## src/rtl/aes_gf_pkg.sv

```systemverilog
// Shared GF(2^4)/GF((2^4)^2) arithmetic, matrices and types for the AES S-box datapath.
// Composite field: GF(16) = GF(2)[x]/(x^4+x+1), GF(256) = GF(16)[y]/(y^2+y+LAMBDA).
package aes_gf_pkg;

  typedef logic [7:0] byte_t;
  typedef logic [3:0] nibble_t;
  typedef logic [7:0][7:0] mat8_t;  // mat[i] is the row producing output bit i

  localparam byte_t   AFF_C  = 8'h63;
  localparam nibble_t LAMBDA = 4'hC;

  localparam mat8_t AFF_M   = {8'hF8, 8'h7C, 8'h3E, 8'h1F, 8'h8F, 8'hC7, 8'hE3, 8'hF1};
  localparam mat8_t AFF_INV = {8'h52, 8'h29, 8'h94, 8'h4A, 8'h25, 8'h92, 8'h49, 8'hA4};

  function automatic byte_t mat_mul8(input mat8_t m, input byte_t x);
    byte_t r;
    for (int i = 0; i < 8; i++) r[i] = ^(m[i] & x);
    return r;
  endfunction

  function automatic nibble_t gf16_mul(input nibble_t a, input nibble_t b);
    logic [6:0] p;
    p = '0;
    for (int i = 0; i < 4; i++) if (b[i]) p = p ^ ({3'b000, a} << i);
    for (int i = 6; i >= 4; i--) if (p[i]) p = p ^ (7'b0010011 << (i - 4));
    return p[3:0];
  endfunction

  function automatic nibble_t gf16_sq(input nibble_t a);
    return {a[3], a[3] ^ a[1], a[2], a[2] ^ a[0]};
  endfunction

  function automatic nibble_t gf16_scale_lambda(input nibble_t a);
    return gf16_mul(a, LAMBDA);
  endfunction

  // Product in the composite field, byte = {high nibble, low nibble}
  function automatic byte_t comp_mul(input byte_t a, input byte_t b);
    nibble_t hh;
    hh = gf16_mul(a[7:4], b[7:4]);
    return {hh ^ gf16_mul(a[7:4], b[3:0]) ^ gf16_mul(a[3:0], b[7:4]),
            gf16_scale_lambda(hh) ^ gf16_mul(a[3:0], b[3:0])};
  endfunction

  function automatic byte_t aes_poly_at(input byte_t b);
    byte_t p2, p4;
    p2 = comp_mul(b, b);
    p4 = comp_mul(p2, p2);
    return comp_mul(p4, p4) ^ p4 ^ comp_mul(p2, b) ^ b ^ 8'h01;
  endfunction

  // Columns of M are powers of a composite-field root of the AES polynomial
  function automatic mat8_t iso_m();
    byte_t beta, pw;
    mat8_t m;
    beta = '0;
    for (int c = 1; c < 256; c++)
      if (beta == 8'h00 && aes_poly_at(c[7:0]) == 8'h00) beta = c[7:0];
    pw = 8'h01;
    m  = '0;
    for (int j = 0; j < 8; j++) begin
      for (int i = 0; i < 8; i++) m[i][j] = pw[i];
      pw = comp_mul(pw, beta);
    end
    return m;
  endfunction

  function automatic mat8_t iso_m_inv(input mat8_t m);
    mat8_t r;
    byte_t y;
    r = '0;
    for (int x = 0; x < 256; x++) begin
      y = mat_mul8(m, x[7:0]);
      for (int i = 0; i < 8; i++)
        if (y == (8'h01 << i))
          for (int b = 0; b < 8; b++) r[b][i] = x[b];
    end
    return r;
  endfunction

  localparam mat8_t ISO_M     = iso_m();
  localparam mat8_t ISO_M_INV = iso_m_inv(ISO_M);

endpackage

```

## src/rtl/aes_sbox_lane.sv

```systemverilog
// One combinational S-box lane, exposed as three sections so the parent can cut it
// after the input map (map_*) and after the GF(16) inverter (mid_* = {ah, al, e}).
module aes_sbox_lane
  import aes_gf_pkg::*;
(
  input  logic        mode_a_i,
  input  byte_t       x_i,
  output byte_t       map_o,
  input  byte_t       map_i,
  output logic [11:0] mid_o,
  input  logic [11:0] mid_i,
  input  logic        mode_c_i,
  output byte_t       y_o
);

  byte_t   pre_a, inv_c;
  nibble_t d_b, e_b, ah_c, al_c, e_c;

  always_comb begin
    pre_a = mode_a_i ? mat_mul8(AFF_INV, x_i ^ AFF_C) : x_i;
    map_o = mat_mul8(ISO_M, pre_a);
  end

  always_comb
    d_b = gf16_scale_lambda(gf16_sq(map_i[7:4])) ^ gf16_mul(map_i[7:4], map_i[3:0]) ^
          gf16_sq(map_i[3:0]);

  gf16_inv u_inv (
    .a_i (d_b),
    .y_o (e_b)
  );

  assign mid_o = {map_i, e_b};

  always_comb begin
    ah_c  = mid_i[11:8];
    al_c  = mid_i[7:4];
    e_c   = mid_i[3:0];
    inv_c = mat_mul8(ISO_M_INV, {gf16_mul(ah_c, e_c), gf16_mul(ah_c ^ al_c, e_c)});
    y_o   = mode_c_i ? inv_c : (mat_mul8(AFF_M, inv_c) ^ AFF_C);
  end

endmodule

```

## src/rtl/gf16_inv.sv

```systemverilog
// Combinational GF(2^4) inverter: a^-1 = a^14 = a^8 * a^4 * a^2, which also maps 0 to 0.
module gf16_inv
  import aes_gf_pkg::*;
(
  input  nibble_t a_i,
  output nibble_t y_o
);

  nibble_t a2, a4, a8;

  always_comb begin
    a2  = gf16_sq(a_i);
    a4  = gf16_sq(a2);
    a8  = gf16_sq(a4);
    y_o = gf16_mul(gf16_mul(a8, a4), a2);
  end

endmodule

```

## src/rtl/aes_sbox_pipe.sv

```systemverilog
// Pipelined LANES-wide AES SubBytes/InvSubBytes with a global-stall valid/ready pipeline.
// Register cuts: output always; after the inverter for STAGES>=2; after the input map for STAGES=3.
module aes_sbox_pipe
  import aes_gf_pkg::*;
#(
  parameter int unsigned LANES  = 4,
  parameter int unsigned STAGES = 2
) (
  input  logic               clk_i,
  input  logic               rst_ni,
  input  logic               valid_i,
  output logic               ready_o,
  input  logic               mode_i,
  input  logic [8*LANES-1:0] data_i,
  output logic               valid_o,
  input  logic               ready_i,
  output logic [8*LANES-1:0] data_o
);

  if (STAGES < 1 || STAGES > 3) begin : g_bad_stages
    $error("aes_sbox_pipe: STAGES must be 1, 2 or 3");
  end
  if (LANES < 1 || LANES > 16) begin : g_bad_lanes
    $error("aes_sbox_pipe: LANES must be in 1..16");
  end

  logic                   stall, in_fire, mode_c;
  logic [STAGES-1:0]      vld_q, vld_d;
  byte_t [LANES-1:0]      map_c, map_s, y_c, out_q, out_d;
  logic [LANES-1:0][11:0] mid_c, mid_s;

  assign stall   = vld_q[STAGES-1] & ~ready_i;
  assign ready_o = ~stall;
  assign in_fire = valid_i & ready_o;
  assign valid_o = vld_q[STAGES-1];
  assign data_o  = out_q;

  // Bubbles travel like beats; only a full stall freezes the shift
  always_comb vld_d = stall ? vld_q : ((vld_q << 1) | STAGES'(in_fire));

  always_ff @(posedge clk_i) begin
    if (!rst_ni) vld_q <= '0;
    else         vld_q <= vld_d;
  end

  if (STAGES > 1) begin : g_mode
    localparam int unsigned MW = STAGES - 1;
    logic [MW-1:0] mode_q, mode_d;

    always_comb mode_d = stall ? mode_q : ((mode_q << 1) | MW'(mode_i));

    always_ff @(posedge clk_i) begin
      if (!rst_ni) mode_q <= '0;
      else         mode_q <= mode_d;
    end

    assign mode_c = mode_q[MW-1];
  end else begin : g_mode_comb
    assign mode_c = mode_i;
  end

  for (genvar k = 0; k < LANES; k++) begin : g_lane
    aes_sbox_lane u_lane (
      .mode_a_i (mode_i),
      .x_i      (data_i[8*k +: 8]),
      .map_o    (map_c[k]),
      .map_i    (map_s[k]),
      .mid_o    (mid_c[k]),
      .mid_i    (mid_s[k]),
      .mode_c_i (mode_c),
      .y_o      (y_c[k])
    );
  end

  if (STAGES == 3) begin : g_cut_map
    byte_t [LANES-1:0] map_q, map_d;

    always_comb map_d = stall ? map_q : map_c;

    always_ff @(posedge clk_i) begin
      if (!rst_ni) map_q <= '0;
      else         map_q <= map_d;
    end

    assign map_s = map_q;
  end else begin : g_wire_map
    assign map_s = map_c;
  end

  if (STAGES >= 2) begin : g_cut_mid
    logic [LANES-1:0][11:0] mid_q, mid_d;

    always_comb mid_d = stall ? mid_q : mid_c;

    always_ff @(posedge clk_i) begin
      if (!rst_ni) mid_q <= '0;
      else         mid_q <= mid_d;
    end

    assign mid_s = mid_q;
  end else begin : g_wire_mid
    assign mid_s = mid_c;
  end

  always_comb out_d = stall ? out_q : y_c;

  always_ff @(posedge clk_i) begin
    if (!rst_ni) out_q <= '0;
    else         out_q <= out_d;
  end

endmodule
```

## config.mk

```make
export PLATFORM = sky130hd
export DESIGN_NAME = aes_sbox_pipe
export DESIGN_NICKNAME = d
export VERILOG_FILES = /design/src/rtl/aes_gf_pkg.sv /design/src/rtl/aes_sbox_lane.sv /design/src/rtl/gf16_inv.sv /design/src/rtl/aes_sbox_pipe.sv
export SDC_FILE = /design/constraint.sdc
export NUM_CORES = 1
export LEC_CHECK = 0
export BUFFER_PORTS_ARGS = -buffer_cell sky130_fd_sc_hd__buf_2
export CORE_MARGIN = 2
export CORE_UTILIZATION = 41
export DETAILED_ROUTE_END_ITERATION = 6
export PLACE_DENSITY = 0.65
export SYNTH_ARGS = -nofsm -noshare
export SYNTH_HDL_FRONTEND = slang
export SYNTH_SLANG_ARGS = --single-unit
```

## constraint.sdc

```tcl
create_clock -name clk_i -period 7.91 [get_ports clk_i]
set_clock_uncertainty 0.15 [all_clocks]
set_input_delay 0.791 -clock clk_i [delete_from_list [all_inputs] [get_ports clk_i]]
set_output_delay 0.791 -clock clk_i [all_outputs]
set_load 0.02 [all_outputs]
```

==> results.md, run 1 <==
- DIE AREA: between 0.02 and 0.03 mm²
- Main synth FF type: dfxtp_1
- Setup bufs post-CTS: 0
- Tmin final: around 5.7 ns
- Initial Util: 0.419
- Hold Vio Cnt, Final: 0
- Synthesized instance count: ~1.5k
- Number of synthesized flops with an enable pin: 0
- Initial DRC count: 774
- Htree depth: 3
- Clk sink count: between 80 and 90
- Slew Viols, Final: 0
- Vias/cell: around 5.4
- Post-Syn Area: between 0.01 and 0.015 mm²
- I/O pins: 71
- Reg2reg end: data_o[9]
- Slew margin rel.: 0.115
- Most common cell after layout, fill and taps aside: xnor2_1
- R2R Setup Slk: 4.34 ns
- Share of layout cells above drive strength 1: 0.100
- Most frequent cells in the layout: 220 x xnor2_1, 204 x nand2_1, 138 x nor2_1
- First-pass GRT wire length: between 40000 and 50000 µm
- Sequential-to-total area share from yosys stat: 0.146
- CTS Buf Count: 9
- Clock-pin slew on the worst setup and hold paths: approximately 0.060 ns
- Clock buffer depth: 2
- Synth-to-Final Area Change: 6.57%
- Router iterations before antenna repair: 6
- Ys Warns: 0
- CTS tree: built
- Largest net degree at the start of global routing: 69
- Yosys cell types: ~90
- WL/cell: 13.9 µm
- Syn Nets: 1564
- Post-DP HPWL: ~19000 µm
- WHS Endpoint: data_o[10]
- CP Launch Point: mode_i
- Root Driver: clkbuf_16
- Worst setup SP type: primary input
- Initial antenna violation count: 0
- Top cell by count, worst path: xnor2_1
- Setup TNS: 0 ns
- Vias in the first global route: approximately 8.7k
- Drt drc: 0
- DP Worst Slack: around 1.9 ns
- Die extent in x: 170 µm
- Max Cap Viol: 0
- Worst Tran Pin Value: 1.29 ns
- Post-CTS resize count: 0
- Outcome: complete, no violations
- Routability cong.: 0.822
- Final setup violation count: 0
- Syn avg cell area: about 7.5 µm²
- Final worst path period share: 0.717
- Synthesized flop and latch total: between 80 and 90
- CP peak stage delay: about 0.9 ns
- Worst setup path class: in -> reg
- Reg2Reg Depth: 12
- Cts hold-fix bufs: 0
- Clk_lat worst skew: 0.35 ns
- Critical Path AT: ~5.8 ns
- Unrepaired setup endpoints after global routing: false
- Critical Path RT: ~8.0 ns
- Filler cells: around 2.8k
- Die Y: 170 µm
- Post-route setup slack: around 2.2 ns
- IO buf count: 70
- Final wirelength: 26000 µm
- Row count: 60
- F_max: 176 MHz
- HP Class: reg -> reg
- Critical-path top delay cell: xnor2_1
- Final #Nets: about 1.5k
- Crit Path Max Fanout: 39
- Vias post-DR: about 10k
- Placeable Area: between 0.02 and 0.03 mm²
- Worst path cell trace: buf_2 > mux2i_1 > xnor2_1 > nand2_1 > mux2_2 > o31ai_1 > xor2_1 > inv_1 > xnor2_1 > xnor2_1 > ha_1 > and2_1 > a21oi_1 > nor2_1 > o21ai_0 > a41o_1
- Hold wc startpoint: data_o[10]
- Final ANT Viol Nets: 0
- Hold-critical path depth: 2
- Reg2reg start: g_cut_mid.mid_q[23]
- Tot GR Track Use: 0.177
- Post-synth ARST share: 0
- # diodes: 0
- Remaining Overflow, GRT: 0
- Worst setup EP type: register
## kinds of logic (layout without fill, tap and decap cells)
| kind of cell | count (synthesis) | in the layout | synth area share |
|---|---|---|---|
| and+or+nand+nor | 503 | 503 | 0.197 |
| adders and majority gates | 9 | 9 | 0.00903 |
| buffers and inverters | 148 | 120 | 0.0547 |
| DFF | 83 | 83 | 0.146 |
| AOI/OAI and AO/OA | 353 | 353 | 0.205 |
| xor gates and xnor gates | 369 | 369 | 0.332 |
| muxes | 57 | 57 | 0.0562 |
## flip-flops by register name (all words and copies together) (netlist names)
name             cells
g_cut_mid.mid_q     48
data_o              32
vld_q                2
g_mode.mode_q        1
## cell usage after synthesis, types with 7 or more instances
library cell  instances  area [µm²]
a21o_1               10        75.1
xnor2_1             220        1930
inv_1                13        48.8
o21ai_0              80         400
buf_1                 7        26.3
nand3_1              32         160
xnor3_1              14         315
a211oi_1             41         308
nor3_1               36         180
nand2b_1             18         113
o21a_1                9        67.6
a21oi_1              86         430
nor2b_1              16         100
a22oi_1              13        97.6
nor2_1              138         518
xor2_1              110         963
and2_1               11        68.8
xor3_1               22         523
buf_2                22         110
a31oi_1              16         100
clkbuf_1             95         357
mux2_2               18         203
mux2i_1              32         320
o31ai_1               9        67.6
nand2_1             204         766
and3_1                9        56.3
dfxtp_1              83        1660
a311oi_1              9        78.8
or3_1                10        62.6
o211ai_1             10        75.1
## area by class of cell
cell class / count / area (µm²) / share of cell area
Clock buffer: 9 / 225 / 0.0186
Clock inverter: 7 / 124 / 0.0102
Inverter: 16 / 61.3 / 0.00506
Multi-Input combinational cell: 1291 / 9090 / 0.750
Sequential cell: 83 / 1660 / 0.137
Tap cell: 372 / 465 / 0.0384
Timing Repair Buffer: 88 / 485 / 0.0401
## critical path, delay by kind of cell
family	cells	cell delay, ns
fa+ha+maj	1	0.42
compound gates	4	0.70
xor+xnor	4	1.73
mux	2	0.66
buf+inv	2	0.91
simple gates	3	0.51
## per-stage QoR
step                hold WS (ns)  std cells  area (µm²)   util
global placement           0.285       1850       11800  0.434
floorplan                  0.282       1522       11400      -
global route               0.325       1866       12100  0.447
detailed placement         0.294       1850       11800  0.434
CTS                        0.301       1866       12100  0.447
finish                     0.298       1866       12100  0.447
## worst max-delay path by stage
stage | endpoint | slack (ns) | depth (start not counted)
2_1_floorplan | g_cut_mid.mid_q[2] | 2.51 | 18
4_1_cts | g_cut_mid.mid_q[14] | 2.30 | 16
6_report | g_cut_mid.mid_q[14] | 2.24 | 16
3_5_place_dp | g_cut_mid.mid_q[14] | 1.94 | 16
3_3_place_gp | g_cut_mid.mid_q[14] | 2.08 | 16
5_1_grt | g_cut_mid.mid_q[13] | 1.76 | 16
## routing by layer
metal  vias up  track usage  part of all wire
li1       5201            -                 -
met5         -            0                 0
met4         0       0.0416            0.0091
met2       221        0.261              0.42
met1      4596        0.278              0.53
met3        13       0.0128             0.037
Power of run 1 is left out: the tool's default activity adds up to more than one toggle a clock period on the data nets, which glitch-free logic cannot reach.
==> run 2: changes to the inputs <==
PLACE_DENSITY = 0.67   (was 0.65)
clock period = 4.82 ns   (was 7.91 ns; I/O delays follow)
==> run 2 against run 1 <==
Against the previous run: first-iteration DRC count down 3.0%; core utilization up 1.5 points; cell count up 2.9%; register-to-register slack worse by 3.1 ns; count of clock-buffer cells in the layout up 1; sequential share of layout area down 0.46 points; worst setup slack worse by 1.7 ns; routed wire length up 1.5%; global-route usage up 0.51 points; worst hold slack worse by 0.047 ns; critical path depth up 1; critical path type unchanged; highest routed layer unchanged.
==> results.md, run 2 (synthesis gave the netlist of run 1 again) <==
- Outcome: complete, no violations
- Router iterations before antenna repair: 5
- Reg2reg end: data_o[9]
- Critical Path AT: between 4 and 5 ns
- Initial Util: 0.419
- Setup bufs post-CTS: 0
- Remaining Overflow, GRT: 0
- Hold Vio Cnt, Final: 0
- Area of the multi-input gates: between 0.009 and 0.01 mm²
- Max reg flops: 48
- Post-route cell area: about 0.013 mm²
- Row count: 60
- Worst setup path class: in -> reg
- CP peak stage delay: ~0.47 ns
- Worst setup SP type: primary input
- CTS Buf Count: 9
- Placed cell areas: 0.0122 mm²
- # diodes: 0
- WL/cell: ~14 µm
- CP delay by family, top: compound AO/OA/AOI/OAI gates
- I/O pins: 71
- Placeable Area: roughly 0.027 mm²
- Slew Viols, Final: 0
- Initial DRC count: between 700 and 800
- Final worst path period share: 0.894
- Largest Register: g_cut_mid.mid_q
- Most frequent cells in the layout: 217 x xnor2_1, 204 x nand2_1, 138 x nor2_1
- CP Launch Point: data_i[29]
- Vias/cell: 5.32
- Clock buffer depth: 2
- Reg2reg start: g_cut_mid.mid_q[23]
- Critical-path top delay cell: a2111oi_0
- Initial antenna violation count: 0
- Reg2Reg Depth: 12
- Final #Nets: approximately 1.6k
- IO buf count: 70
- Tmin final: 4.31 ns
- Post-DP HPWL: 19700 µm
- R2R Setup Slk: around 1.3 ns
- Synth-to-Final Area Change: 10.3%
- Max Cap Viol: 0
- Drt drc: 0
- F_max: about 230 MHz
- Worst path bufs/invs: 2
- Most common cell after layout, fill and taps aside: xnor2_1
- Largest net degree at the start of global routing: 56
- Cell depth of the worst setup path: 17
- DIE AREA: between 0.02 and 0.03 mm²
- Vias in the first global route: a little over 9k
- Post-layout util: 0.462
- Tot GR Track Use: 0.183
- Worst Tran Pin Value: roughly 0.85 ns
- CTS tree: built
- Sequential Area: 0.00166 mm²
- WHS: 0.251 ns
- Clk_lat worst skew: 0.35 ns
- Final ANT Viol Nets: 0
- Share of layout cells above drive strength 1: 0.135
- Worst setup EP type: register
- Clk sink count: 83
- Final wirelength: about 26000 µm
- Die Y: roughly 170 µm
- First-pass GRT wire length: 44900 µm
- Critical Path RT: ~4.9 ns
- Die extent in x: 170 µm
- Top cell by count, worst path: xnor2_1
- Routability cong.: between 0.8 and 0.9
- HP Class: in -> reg
- Clock-pin slew on the worst setup and hold paths: 0.06 ns
- Unrepaired setup endpoints after global routing: false
- Cts hold-fix bufs: 0
- Worst path cell trace: buf_2 > xnor3_1 > xnor2_1 > a211o_1 > and3_1 > o311ai_0 > a31oi_1 > or2_1 > xnor2_1 > xnor2_1 > ha_1 > inv_1 > a2111oi_0 > a211oi_1 > o31ai_1 > xor2_1 > o21ai_1
- Vias post-DR: 10.2k
- Htree depth: 3
- Final setup violation count: 0
- Setup TNS: 0 ns
- Root Driver: clkbuf_16
- CP endpoint: g_cut_mid.mid_q[37]
- Crit Path Max Fanout: 6
- Slew margin rel.: 0.428
- Filler cells: roughly 2.7k
- Post-CTS resize count: 0
## run 2: changes by cell type in the layout (fill, tap and decap cells not counted), sizes merged
cell and change:
inv -2, clkinv +1, buf +56, clkbuf +1
bufinv -2, clkinvlp +1
## run 2: worst reg2reg max path, stage by stage, from the launching register on
cell,delay (ns)
dfxtp_1,0.40
xnor2_1,0.71
xnor2_1,0.19
nand2_1,0.08
xor2_1,0.18
xnor2_1,0.42
xnor2_1,0.30
xor2_1,0.25
xor2_1,0.19
o21ai_0,0.22
xor2_1,0.16
nand2_1,0.07
a21oi_1,0.14
## run 2: final cells by class
type | instances | area share
clock buffer | 10 | 0.0183
clock inverter | 5 | 0.00439
inverter | 16 | 0.00489
multi-input combinational | 1291 | 0.728
sequential | 83 | 0.133
tap | 372 | 0.0371
timing repair buffer | 144 | 0.0743
## run 2: worst min path at each step
stage	start	to	slack (ns)	cells after the start
after floorplan	vld_q[0]	vld_q[0]	0.28	2
after global placement	vld_q[0]	vld_q[0]	0.29	2
after detailed placement	data_o[26]	data_o[26]	0.30	2
after CTS	valid_i	vld_q[0]	0.25	3
after global routing	valid_i	vld_q[0]	0.27	3
final	valid_i	vld_q[0]	0.25	3
## run 2: per-layer routing
layer	vias up	routed length, µm	global-route usage
li1	5303	-	-
met1	4686	14000	0.277
met2	211	11200	0.278
met3	23	895	0.0165
met4	0	292	0.0398
met5	-	0	0
## run 2: through the flow
step	worst slack, ns	instances
2_1_floorplan	0.00238	1522
3_3_place_gp	0.277	1906
3_5_place_dp	0.159	1906
4_1_cts	0.512	1921
5_1_grt	0.155	1921
6_report	0.513	1921
Power of run 2 is left out for the same reason.
